File: src/rtl/logicnet_lut_layer.sv
// LogicNet LUT layer: per-neuron distributed-RAM truth tables behind a
// two-stage valid/ready pipeline, with a drain-then-program config mode.
module logicnet_lut_layer #(
    parameter int NUM_NEURONS = 4,
    parameter int FANIN_BITS  = 8,
    parameter int OUT_BITS    = 1,
    localparam int NW = (NUM_NEURONS > 1) ? $clog2(NUM_NEURONS) : 1
) (
    input  logic                            clk,
    input  logic                            rst,
    input  logic [NUM_NEURONS*FANIN_BITS-1:0] in_data,
    input  logic                            in_valid,
    output logic                            in_ready,
    output logic [NUM_NEURONS*OUT_BITS-1:0] out_data,
    output logic                            out_valid,
    input  logic                            out_ready,
    input  logic                            cfg_mode,
    input  logic                            cfg_we,
    input  logic [NW-1:0]                   cfg_neuron,
    input  logic [FANIN_BITS-1:0]           cfg_addr,
    input  logic [OUT_BITS-1:0]             cfg_data,
    output logic                            cfg_active
);

    typedef enum logic [1:0] {
        RUN   = 2'd0,
        DRAIN = 2'd1,
        CFG   = 2'd2
    } state_t;

    state_t state;
    state_t state_nxt;

    logic                              s1_valid;
    logic [NUM_NEURONS*FANIN_BITS-1:0] s1_data;
    logic                              s2_valid;
    logic [NUM_NEURONS*OUT_BITS-1:0]   s2_data;
    logic [NUM_NEURONS*OUT_BITS-1:0]   lut_out;

    logic out_fire;
    logic s1_adv;
    logic in_fire;
    logic cfg_wr;

    assign out_fire = s2_valid && out_ready;
    assign s1_adv   = s1_valid && (!s2_valid || out_fire);
    assign in_fire  = in_valid && in_ready;
    // A write on a reset cycle is discarded along with in-flight data.
    assign cfg_wr   = !rst && (state == CFG) && cfg_we;

    always_ff @(posedge clk) begin
        if (rst) begin
            state <= RUN;
        end else begin
            state <= state_nxt;
        end
    end

    always_comb begin
        state_nxt = state;
        unique case (state)
            RUN: begin
                if (cfg_mode) state_nxt = DRAIN;
            end
            DRAIN: begin
                if (!cfg_mode) begin
                    state_nxt = RUN;
                end else if (!s1_valid && !s2_valid) begin
                    state_nxt = CFG;
                end
            end
            CFG: begin
                if (!cfg_mode) state_nxt = RUN;
            end
            default: state_nxt = RUN;
        endcase
    end

    always_comb begin
        in_ready   = (state == RUN) && !cfg_mode && (!s1_valid || s1_adv);
        cfg_active = (state == CFG);
    end

    always_ff @(posedge clk) begin
        if (rst) begin
            s1_valid <= 1'b0;
            s1_data  <= '0;
        end else if (in_fire) begin
            s1_valid <= 1'b1;
            s1_data  <= in_data;
        end else if (s1_adv) begin
            s1_valid <= 1'b0;
        end
    end

    always_ff @(posedge clk) begin
        if (rst) begin
            s2_valid <= 1'b0;
            s2_data  <= '0;
        end else if (s1_adv) begin
            s2_valid <= 1'b1;
            s2_data  <= lut_out;
        end else if (out_fire) begin
            s2_valid <= 1'b0;
        end
    end

    for (genvar k = 0; k < NUM_NEURONS; k++) begin : g_neuron
        logic [OUT_BITS-1:0] tbl [2**FANIN_BITS];
        logic                we;

        // Out-of-range neuron indices match no table and are dropped.
        assign we = cfg_wr && (cfg_neuron == NW'(k));

        always_ff @(posedge clk) begin
            if (we) tbl[cfg_addr] <= cfg_data;
        end

        assign lut_out[k*OUT_BITS +: OUT_BITS] =
            tbl[s1_data[k*FANIN_BITS +: FANIN_BITS]];
    end

    assign out_data  = s2_data;
    assign out_valid = s2_valid;

endmodule

File: config.mk
export PLATFORM = sky130hd
export DESIGN_NAME = logicnet_lut_layer
export DESIGN_NICKNAME = d
export VERILOG_FILES = /design/src/rtl/logicnet_lut_layer.sv
export SDC_FILE = /design/constraint.sdc
export NUM_CORES = 2
export LEC_CHECK = 0
export CORE_MARGIN = 1.5
export CORE_UTILIZATION = 60
export CTS_CLUSTER_DIAMETER = 200
export DETAILED_ROUTE_END_ITERATION = 6
export PLACE_DENSITY = 0.77
export SETUP_SLACK_MARGIN = 0.3
export SLEW_MARGIN = 20
export SYNTH_ARGS = -nofsm -noshare
export SYNTH_HDL_FRONTEND = slang
export SYNTH_SLANG_ARGS = --single-unit
File: constraint.sdc
create_clock -name clk -period 3.42 [get_ports clk]
set_clock_uncertainty 0.2 [all_clocks]
set_input_delay 0.855 -clock clk [delete_from_list [all_inputs] [get_ports clk]]
set_output_delay 0.855 -clock clk [all_outputs]
set_load 0.005 [all_outputs]
==> results.sh <==
export IMPL_area_growth_pct=12.8
export IMPL_avgSynthCellArea_um2=13.7
export IMPL_finalCriticalPeriod_ns=3.07
export IMPL_grt_max_degree=149
export IMPL_die_h_um=282
export IMPL_total_power_mw=27.2
export IMPL_synth_cell_types=61
export IMPL_syn_area_um2=46800
export IMPL_hold_viol=0
export IMPL_ys_top_cells_by_area="edfxtp_1 66%, nor2_1 8.6%, mux4_2 8.3%"
export IMPL_coreArea_um2=77300
export IMPL_vdd_drop_max_uv=468
export IMPL_cts_root_buffer="clkbuf_16"
export IMPL_drt_total_wl_mm=133
export IMPL_slew_headroom=0.413
export IMPL_ant_nets=0
export IMPL_finalMaxSlewViolations=0
export IMPL_final_common_cell="nor2_1"
export IMPL_synth_nets=3456
export IMPL_port_buffers=55
export IMPL_place_area_um2=49300
export IMPL_die_area_um2=79600
export IMPL_final_setup_viol_count=0
export IMPL_p_int_mw=21.2
export IMPL_clkSinkCount=1064
export IMPL_synth_seq_cells=1064
export IMPL_num_io_pins=56
export IMPL_nNetsFinal=3529
export IMPL_layout_common_cells="1061 x nor2_1, 1024 x edfxtp_1, 371 x nand2_1, 172 x mux4_2, 116 x mux2i_1"
export IMPL_die_w_um=282
export IMPL_pwr_share_clk=0.417
export IMPL_worstSetupEndpointType="flop"
export IMPL_max_clock_freq_ghz=0.326
export IMPL_path_clk_slew_ns=0.07
export IMPL_synth_top_area_cell="edfxtp_1"
export IMPL_ys_seq_area_frac=0.675
export IMPL_vias_per_cell=6.68
export IMPL_ys_async_sr_fraction=0
export IMPL_post_drt_wl_per_cell_um=29.0
export IMPL_grt_pass1_vias=30000
export IMPL_synth_top_cell_area_share=0.657
export IMPL_vias=30800
export IMPL_maxCapViolCount=0
export IMPL_status="finished with violations"
export IMPL_track_usage=0.337
export IMPL_fin_area_um2=52700
export IMPL_grt_overflow=0
export IMPL_fin_crit_sh=0.897
export IMPL_ctsHtreeMaxLevel=3
export IMPL_clk_latency_ns=0.68
export IMPL_critical_path_max_fanout=17
export IMPL_fin_cells=4604
export IMPL_cts_hold_buf=0
export IMPL_required_ns=3.79
export IMPL_worst_ep_arrival_time_ns=3.43
export IMPL_min_path_type="reg -> reg"
export IMPL_switching_power_mw=5.97
export IMPL_dominantRegCellSynth="edfxtp_1"
export IMPL_switching_share=0.219
export IMPL_crit_type="reg -> reg"
export IMPL_place_inst=4409
export IMPL_p_leak_nw=15.3
export IMPL_fillers=5087
export IMPL_place_congestion=0.982
export IMPL_numCtsBuffers=104
export IMPL_drive_above_1_share=0.155
export IMPL_drt_pass1_iter_count=7
export IMPL_clk_path_buf_depth=3
export IMPL_seq_power_share=0.528
export IMPL_syn_inst=3407
export IMPL_violations="design-rule violations"
export IMPL_finish_utilization=0.682
export IMPL_initial_core_util=0.605
export IMPL_rows=102
export IMPL_pwr_share_comb=0.055
export IMPL_antenna_found_initial=2
export IMPL_pwr_density_cell_nw_per_um2=516
export IMPL_grt_pass1_wl_mm=192
export IMPL_rsz0062_at_grt="yes"
export IMPL_dp_hpwl_mm=83.9
export IMPL_cts_tree="built"
export IMPL_max_slew_worst_pin_slew_ns=0.881
export IMPL_drt_initial_drc_count=4970
export IMPL_setup_ws_ns=0.353
export IMPL_dp_slack_ns=-0.112
export IMPL_yosysWarnings=0
export IMPL_synth_edff_count=1024
export IMPL_drc=1
export IMPL_critPathLaunchType="flop"
## through the flow
| stage | TNS [ns] | hold WS [ns] |
|---|---|---|
| finish | 0 | 0.330 |
| global route | 0 | 0.362 |
| CTS | 0 | 0.316 |
| detailed placement | -0.114 | 0.267 |
| global placement | -0.168 | 0.258 |
| floorplan | 0 | 0.225 |
## layer usage
metal / vias up / wire (µm) / track usage
met2: 2475 / 60100 / 0.517
met4: 4 / 7200 / 0.157
met1: 15200 / 45700 / 0.453
li1: 12700 / - / -
met5: - / 22 / 0
met3: 438 / 20400 / 0.0904
## critical path: stages (launching register included)
cell and delay (ns):
dfxtp_4 0.63, buf_12 0.29, mux4_2 0.55, mux2i_1 0.32, mux2_2 0.27, o221ai_1 0.27
a32oi_1 0.31, o31ai_1 0.10
## registers in the layout, summed over array words and instances (netlist names)
signal        cells
g_neuron.tbl   1024
s1_data          32
out_data          4
state             2
out_valid         1
s1_valid          1
## kinds of logic (layout without fill, tap and decap cells)
logic type             count (synthesis)  after routing  share of synthesized area
other                                  0              1                          0
muxes                                360            360                      0.142
buffers and inverters                266            422                     0.0276
and+or+nand+nor                     1532           1532                      0.127
AOI/OAI and AO/OA                    185            185                     0.0289
DFF                                 1064           1064                      0.675
## cells in the mapped netlist (4+ instances only)
| cell type | number |
|---|---|
| o21ai_0 | 8 |
| o211ai_1 | 6 |
| a22oi_1 | 5 |
| nand2b_1 | 15 |
| o221ai_1 | 46 |
| a31oi_1 | 6 |
| a32oi_1 | 4 |
| inv_2 | 4 |
| o311ai_0 | 4 |
| edfxtp_1 | 1024 |
| buf_2 | 22 |
| nand3_1 | 13 |
| buf_6 | 14 |
| buf_1 | 15 |
| nand3b_1 | 4 |
| mux4_2 | 172 |
| nand2_1 | 373 |
| buf_8 | 6 |
| nor2b_1 | 13 |
| o22ai_1 | 12 |
| mux2_2 | 19 |
| a221oi_1 | 9 |
| a21oi_1 | 49 |
| dfxtp_1 | 40 |
| inv_1 | 13 |
| buf_4 | 12 |
| mux4_1 | 52 |
| and2_1 | 10 |
| nor2_1 | 1070 |
| mux2i_1 | 117 |
| clkbuf_1 | 175 |
| nor3_1 | 19 |
| o2111ai_1 | 8 |
## cell type report
| class | count | area [µm²] | share of cell area |
|---|---|---|---|
| Antenna cell | 1 | 2.50 | 0.0000474 |
| Clock inverter | 69 | 642 | 0.0122 |
| Sequential cell | 1064 | 31600 | 0.599 |
| Clock buffer | 120 | 2710 | 0.0513 |
| Timing Repair Buffer | 214 | 2360 | 0.0448 |
| Tap cell | 1040 | 1300 | 0.0247 |
| Inverter | 19 | 75.1 | 0.00142 |
| Multi-Input combinational cell | 2077 | 14100 | 0.267 |
## what timing repair did
action	4_1_cts	5_1_grt
endpoints found under the setup margin	2	3
pin swaps	1	0
setup buffers	3	2
resized for setup	5	7
## final timing paths
kind	startpoint	end	slack, ns	cells past startpoint
max	s1_data[24]$_SDFFE_PP0P_	out_data[3]$_SDFFE_PP0P_	0.35	7
min	s1_data[5]$_SDFFE_PP0P_	s1_data[5]$_SDFFE_PP0P_	0.33	2
max reg2reg	s1_data[24]$_SDFFE_PP0P_	out_data[3]$_SDFFE_PP0P_	0.35	7
min reg2reg	s1_data[5]$_SDFFE_PP0P_	s1_data[5]$_SDFFE_PP0P_	0.33	2
## power groups by stage
| stage | Clock, mW | Combinational (mW) | Sequential, mW |
|---|---|---|---|
| after floorplan | 0 | 0.694 | 14.6 |
| after global placement | 0 | 1.37 | 14.6 |
| after detailed placement | 0 | 1.40 | 14.6 |
| after CTS | 11.4 | 1.42 | 14.4 |
| after global routing | 11.8 | 1.51 | 14.4 |
| final | 11.4 | 1.49 | 14.4 |
(Power assumes the default switching activity.)
